### config.mk
export PLATFORM = sky130hd
export DESIGN_NAME = vkl_sum_engine
export DESIGN_NICKNAME = d
export VERILOG_FILES = /design/src/rtl/vkl_sum_pkg.sv /design/src/rtl/vkl_sum_alu.sv /design/src/rtl/vkl_sum_engine.sv
export SDC_FILE = /design/constraint.sdc
export NUM_CORES = 1
export LEC_CHECK = 0
export BUFFER_PORTS_ARGS = -buffer_cell sky130_fd_sc_hd__buf_2
export CAP_MARGIN = 20
export CORE_ASPECT_RATIO = 2
export CORE_MARGIN = 3
export CORE_UTILIZATION = 25
export DETAILED_ROUTE_END_ITERATION = 8
export SYNTH_ARGS = -nofsm -noshare
export SYNTH_HDL_FRONTEND = slang
export SYNTH_HIERARCHICAL = 1
export SYNTH_SLANG_ARGS = --single-unit
export TNS_END_PERCENT = 5
### constraint.sdc
create_clock -name clk -period 6.3 [get_ports clk]
set_input_delay 0.63 -clock clk [delete_from_list [all_inputs] [get_ports clk]]
set_output_delay 0.63 -clock clk [all_outputs]
set_load 0.03 [all_outputs]
### src/rtl/vkl_sum_pkg.sv
// vkl_sum_pkg: shared types and constants for the vkl_sum_engine slice.
// Holds the operating-mode and FSM-state enums plus the minimum accumulator width helper.
package vkl_sum_pkg;

    typedef enum logic [1:0] {
        MODE_ADD  = 2'b00,
        MODE_SUB  = 2'b01,
        MODE_ACC  = 2'b10,
        MODE_RSVD = 2'b11
    } mode_e;

    typedef enum logic [1:0] {
        ST_IDLE  = 2'b00,
        ST_RUN   = 2'b01,
        ST_DRAIN = 2'b10
    } state_e;

    // One bit of headroom so a full a+b sum always fits the result.
    localparam int ACC_W_HEADROOM = 1;

    function automatic int min_acc_w(input int width);
        return width + ACC_W_HEADROOM;
    endfunction

endpackage

### src/rtl/vkl_sum_alu.sv
// vkl_sum_alu: combinational datapath for vkl_sum_engine (ADD / SUB / ACC step).
// Ports: a, b (operands), acc (running sum), mode -> res (next result), ovf (ACC carry).
// Macro VKL_SUM_SAT_EN: when defined, an ACC carry saturates res to all-ones.
module vkl_sum_alu
    import vkl_sum_pkg::*;
#(
    parameter int WIDTH = 8,
    parameter int ACC_W = 16
) (
    input  logic [WIDTH-1:0] a,
    input  logic [WIDTH-1:0] b,
    input  logic [ACC_W-1:0] acc,
    input  logic [1:0]       mode,
    output logic [ACC_W-1:0] res,
    output logic             ovf
);

    logic [ACC_W-1:0] a_x;
    logic [ACC_W-1:0] b_x;
    logic [ACC_W:0]   sum;

    assign a_x = {{(ACC_W-WIDTH){1'b0}}, a};
    assign b_x = {{(ACC_W-WIDTH){1'b0}}, b};
    // One extra bit catches the carry out of the accumulator.
    assign sum = {1'b0, acc} + {1'b0, a_x} + {1'b0, b_x};

    always_comb begin
        res = '0;
        ovf = 1'b0;
        case (mode_e'(mode))
            MODE_SUB: res = a_x - b_x;
            MODE_ACC: begin
                ovf = sum[ACC_W];
`ifdef VKL_SUM_SAT_EN
                res = sum[ACC_W] ? '1 : sum[ACC_W-1:0];
`else
                res = sum[ACC_W-1:0];
`endif
            end
            default:  res = a_x + b_x;
        endcase
    end

endmodule

### src/rtl/vkl_sum_engine.sv
// vkl_sum_engine: sequential adder / subtractor / burst accumulator with valid/ready I/O.
// Ports: clk, rst_n, ena; start/mode/len program a transaction; a, b with in_valid/in_ready
// feed pairs; out_data/out_ovf with out_valid/out_ready return results; busy = not idle.
// Macro VKL_SUM_SAT_EN: ACC overflow saturates instead of wrapping.
module vkl_sum_engine
    import vkl_sum_pkg::*;
#(
    parameter int WIDTH = 8,
    parameter int LEN_W = 4,
    parameter int ACC_W = 16
) (
    input  logic             clk,
    input  logic             rst_n,
    input  logic             ena,
    input  logic             start,
    input  logic [1:0]       mode,
    input  logic [LEN_W-1:0] len,
    input  logic             in_valid,
    output logic             in_ready,
    input  logic [WIDTH-1:0] a,
    input  logic [WIDTH-1:0] b,
    output logic             out_valid,
    input  logic             out_ready,
    output logic [ACC_W-1:0] out_data,
    output logic             out_ovf,
    output logic             busy
);

    if (ACC_W < min_acc_w(WIDTH)) begin : g_bad_acc_w
        $error("vkl_sum_engine: ACC_W must be at least WIDTH+1");
    end

    state_e           state_q, state_d;
    mode_e            mode_q, mode_d;
    logic [LEN_W-1:0] cnt_q, cnt_d;
    logic [ACC_W-1:0] acc_q, acc_d;
    logic             sticky_q, sticky_d;
    logic             out_valid_q, out_valid_d;
    logic [ACC_W-1:0] out_data_q, out_data_d;
    logic             out_ovf_q, out_ovf_d;

    logic [ACC_W-1:0] alu_res;
    logic             alu_ovf;
    logic             accept;
    logic             out_fire;
    logic             last;

    vkl_sum_alu #(
        .WIDTH (WIDTH),
        .ACC_W (ACC_W)
    ) u_alu (
        .a    (a),
        .b    (b),
        .acc  (acc_q),
        .mode (mode_q),
        .res  (alu_res),
        .ovf  (alu_ovf)
    );

    // Single output register: a new pair may enter while the held result leaves.
    assign in_ready = ena && (state_q == ST_RUN) && (!out_valid_q || out_ready);
    assign accept   = in_valid && in_ready;
    assign out_fire = ena && out_valid_q && out_ready;
    assign last     = (cnt_q == '0);

    always_comb begin
        state_d     = state_q;
        mode_d      = mode_q;
        cnt_d       = cnt_q;
        acc_d       = acc_q;
        sticky_d    = sticky_q;
        out_valid_d = out_valid_q;
        out_data_d  = out_data_q;
        out_ovf_d   = out_ovf_q;
        if (ena) begin
            if (out_fire) begin
                out_valid_d = 1'b0;
            end
            unique case (state_q)
                ST_IDLE: begin
                    if (start) begin
                        mode_d   = mode_e'(mode);
                        cnt_d    = len;
                        acc_d    = '0;
                        sticky_d = 1'b0;
                        state_d  = ST_RUN;
                    end
                end
                ST_RUN: begin
                    if (accept) begin
                        if (last) begin
                            state_d = ST_DRAIN;
                        end else begin
                            cnt_d = cnt_q - LEN_W'(1);
                        end
                        if (mode_q == MODE_ACC) begin
                            acc_d    = alu_res;
                            sticky_d = sticky_q | alu_ovf;
                            if (last) begin
                                out_valid_d = 1'b1;
                                out_data_d  = alu_res;
                                out_ovf_d   = sticky_q | alu_ovf;
                            end
                        end else begin
                            out_valid_d = 1'b1;
                            out_data_d  = alu_res;
                            out_ovf_d   = 1'b0;
                        end
                    end
                end
                ST_DRAIN: begin
                    if (!out_valid_q || out_fire) begin
                        state_d = ST_IDLE;
                    end
                end
                default: state_d = ST_IDLE;
            endcase
        end
    end

    always_ff @(posedge clk or negedge rst_n) begin
        if (!rst_n) begin
            state_q     <= ST_IDLE;
            mode_q      <= MODE_ADD;
            cnt_q       <= '0;
            acc_q       <= '0;
            sticky_q    <= 1'b0;
            out_valid_q <= 1'b0;
            out_data_q  <= '0;
            out_ovf_q   <= 1'b0;
        end else begin
            state_q     <= state_d;
            mode_q      <= mode_d;
            cnt_q       <= cnt_d;
            acc_q       <= acc_d;
            sticky_q    <= sticky_d;
            out_valid_q <= out_valid_d;
            out_data_q  <= out_data_d;
            out_ovf_q   <= out_ovf_d;
        end
    end

    assign out_valid = out_valid_q;
    assign out_data  = out_data_q;
    assign out_ovf   = out_ovf_q;
    assign busy      = (state_q != ST_IDLE);

endmodule
==> metrics.md <==
| Metric | Value |
|---|---|
| Sequential share of power | 0.267 |
| Crit Path Class | in -> reg |
| Final setup violation count | 0 |
| Routed WL per cell | ~18 um |
| Critical Path End Type | flop |
| I/O Buffers | 47 |
| Dominant cell type by area after synthesis | dfrtp_1 |
| Power Internal | about 960 uW |
| Mux cell area share after synthesis | 0.0655 |
| Reg2reg end | out_data[12] |
| Main combinational cell family by area after synthesis | compound AO/OA/AOI/OAI gates |
| Max FO, Critical Path | 5 |
| Simple-gate area share of the yosys netlist | 0.164 |
| Crit-path slowest cell | fa_1 |
| Chip height | between 150 and 200 um |
| Starting density of the core | 0.257 |
| Final max-slew violation count | 0 |
| CP required | approximately 6500 ps |
| Post_cts resized | 0 |
| Worst setup startpoint | a[1] |
| Synth warn | 6 |
| Area Overhead vs Synth | 16.0% |
| CTS tree | yes |
| Count of cell types in the netlist | roughly 70 |
| Drc violations | 0 |
| Cells after Synth | roughly 330 |
| Leak | between 0.0015 and 0.002 uW |
| Maximum VDD drop | about 180 uV |
| Post-synth ARST share | 1.00 |
| Setup Buffers After CTS | 0 |
| CTS Sinks | 43 |
| Most used cell, CP | fa_1 |
| Mapped Area | around 3400 um^2 |
| Fmax | about 300 MHz |
| Root Buffer | clkbuf_16 |
| Core Region | 13100 um^2 |
| Overall Global Routing Usage | 0.134 |
| Switching Share | 0.456 |
| Die Area | 15000 um^2 |
| Final ANT Viol Nets | 0 |
| Diode count | 0 |
| Deepest level of the CTS H-tree | 2 |
| HP Class | in -> async |
| First-pass GRT wire length | 15.4 mm |
| GP Congestion | 0.874 |
| Most common cell after layout, fill and taps aside | buf_2 |
| Top-area cell type share of the netlist area | 0.318 |
| Commonest non-fill, non-tap cells in the layout | buf_2, dfrtp_1, ha_1, nand2_1, inv_1 |
| Layout cells sized above 1 | 0.218 |
| Status | finished, final reports clean |
| RR Startpoint | mode_q[0] |
| Final worst path period share | 0.519 |
| Clk buf depth | 2 |
| Core Util, Final | 0.299 |
| Max-Cap Viols | 0 |
| Fill cell count | ~1.4k |
| Number of cells on the critical path | 10 |
| Multi-input logic area | 2180 um^2 |
| Minimum clock period | 3270 ps |
| Routed wire length | between 9 and 10 mm |
| Compound-cell area share of the yosys netlist | 0.227 |
| CP Cell Sequence | buf_2 -> fa_1 -> ha_1 -> fa_1 -> a21o_1 -> a221oi_4 -> xnor2_1 -> a2111oi_2 -> nor3_1 -> mux2_1 |
| Synth Net Count | 398 |
| Post-synth EDFFs | 0 |
| Final Skew | between 7 and 8 ps |
| Slew @ Worst Pin | 978 ps |
| Reg2reg setup slack | ~3100 ps |
| CP endpoint | out_data[7] |
| Pwr Density | about 450 nW/um^2 |
| Largest net degree at the start of global routing | 44 |
| CP startpoint kind | input pin |
| Iter 0 DRT Violations | about 130 |
| Post-Synth Adder-Cell Area | 0.165 |
| Clock share of power | 0.172 |
| Setup TNS Final | 0 ps |
| CP Data Arrival Time | about 3500 ps |
| FF/Latch Area | 1080 um^2 |
| Syn Area/Cell | roughly 10 um^2 |
| IO Pins | 48 |
| Vias/cell | 5.33 |
| Grt ovf | 0 |
| RSZ-0062 raised after global routing | false |
| Vias in the first global route | ~3.0k |
| Worst r2r path cells | 8 |
| Worst-path clk slew | roughly 60 ps |
| DP Wirelength | ~7.7 mm |
| Predominant post-synthesis flop cell | dfrtp_1 |
| Nets | between 400 and 500 |
| CP top delay family | adder cells |
| Cell row count | just under 60 |
| Drt first pass iters | 4 |
| Yosys reg bits | between 40 and 50 |
| Largest stage delay on the critical path | around 500 ps |
| Relative slew margins | 0.348 |
| Leading cell types by total area after synthesis | dfrtp_1, ha_1, fa_1 |
| Dpl cells | 521 |
| CTS Hold Bufs | 0 |
| Vias | roughly 2.8k |
| Sequential area share after synthesis | 0.318 |
| P_sw | between 800 and 900 uW |
| Count of non-filler cells in the finished layout | approximately 530 |
| TritonCTS Buffers | 5 |
| Antenna violations before repair | 0 |
| Final-report hold violation count | 0 |
| XOR/XNOR share of the synthesized area | 0.0233 |
| Logic pwr share | 0.561 |
| WP buf/inv | 1 |
| Clk_lat worst skew | a little under 300 ps |
| Die width | roughly 90 um |
-- registers in the layout (all words and copies together) (netlist names) --
register / flops
state_q: 2
out_data: 16
sticky_q: 1
out_ovf: 1
mode_q: 2
acc_q: 16
out_valid: 1
cnt_q: 4
-- routing by layer --
layer | global-route usage | share of wire | vias to the layer above
li1 | - | - | 1341
met2 | 0.256 | 0.59 | 70
met5 | 0 | 0 | -
met3 | 0.0135 | 0.030 | 25
met4 | 0.0822 | 0.047 | 0
met1 | 0.131 | 0.33 | 1386
-- worst reg2reg max path, cell delays in order, from the launching register on --
cell and delay [ps]:
dfrtp_1 390, inv_1 60, ha_1 720, clkinv_1 470, nand2_1 490, nor4_1 130
a311oi_1 300, nand3_1 180, mux2_1 320
-- logic make-up after synthesis --
group                    Yosys count
XOR/XNOR                           9
multiplexers                      20
AO/OA/AOI/OAI                    101
adder cells (fa/ha/maj)           38
AND/OR/NAND/NOR                   93
flip-flops                        43
buffers and inverters             28
-- per-stage QoR --
stage / power [uW] / worst slack, ps / hold slack, ps / instance area (um^2)
6_report: 1760 / 3030 / 486 / 3920
5_1_grt: 1900 / 2910 / 517 / 3920
4_1_cts: 1780 / 3030 / 493 / 3920
3_5_place_dp: 1460 / 2720 / 474 / 3750
3_3_place_gp: 1450 / 2750 / 468 / 3750
2_1_floorplan: 1190 / 3120 / 334 / 3380
-- layout make-up --
cell class | count | area share
Multi-Input combinational cell | 261 | 0.556
Sequential cell | 43 | 0.274
Timing Repair Buffer | 47 | 0.0599
Tap cell | 152 | 0.0485
Clock buffer | 6 | 0.0354
Inverter | 18 | 0.0172
Clock inverter | 2 | 0.00893
-- cell usage after synthesis (all sizes together), types with 3 or more instances --
cell and count:
buf 4, a211oi 6, nor2 14, a22o 16, dfrtp 43, o21ai 14
o221a 3, nand3 8, nand2 25, and3 4, nor2b 8, nand3b 5
nor3 4, a21o 10, clkbuf 6, mux2 17, a311oi 5, mux2i 3
nor3b 4, nand2b 5, ha 27, a21oi 15, fa 11, xnor2 7
inv 17, o31ai 3, o22ai 5, a221oi 4, nand4 4, a31oi 3
-- worst min-delay path by stage --
stage | startpoint | slack, ps | to
final | rst_n | 490 | out_data[2]
after CTS | out_data[12] | 490 | out_data[12]
after global placement | out_ovf | 470 | out_ovf
after floorplan | rst_n | 330 | acc_q[0]
after detailed placement | out_data[8] | 470 | out_data[8]
after global routing | out_data[8] | 520 | out_data[8]
-- power by group through the flow --
stage                     combinational [uW]  clock (uW)  sequential, uW
after global routing                    1090         323             488
after detailed placement                 989           0             474
final                                    989         304             471
after global placement                   977           0             469
after floorplan                          641           0             550
after CTS                                996         314             471
Power figures use the tool's default switching activity.
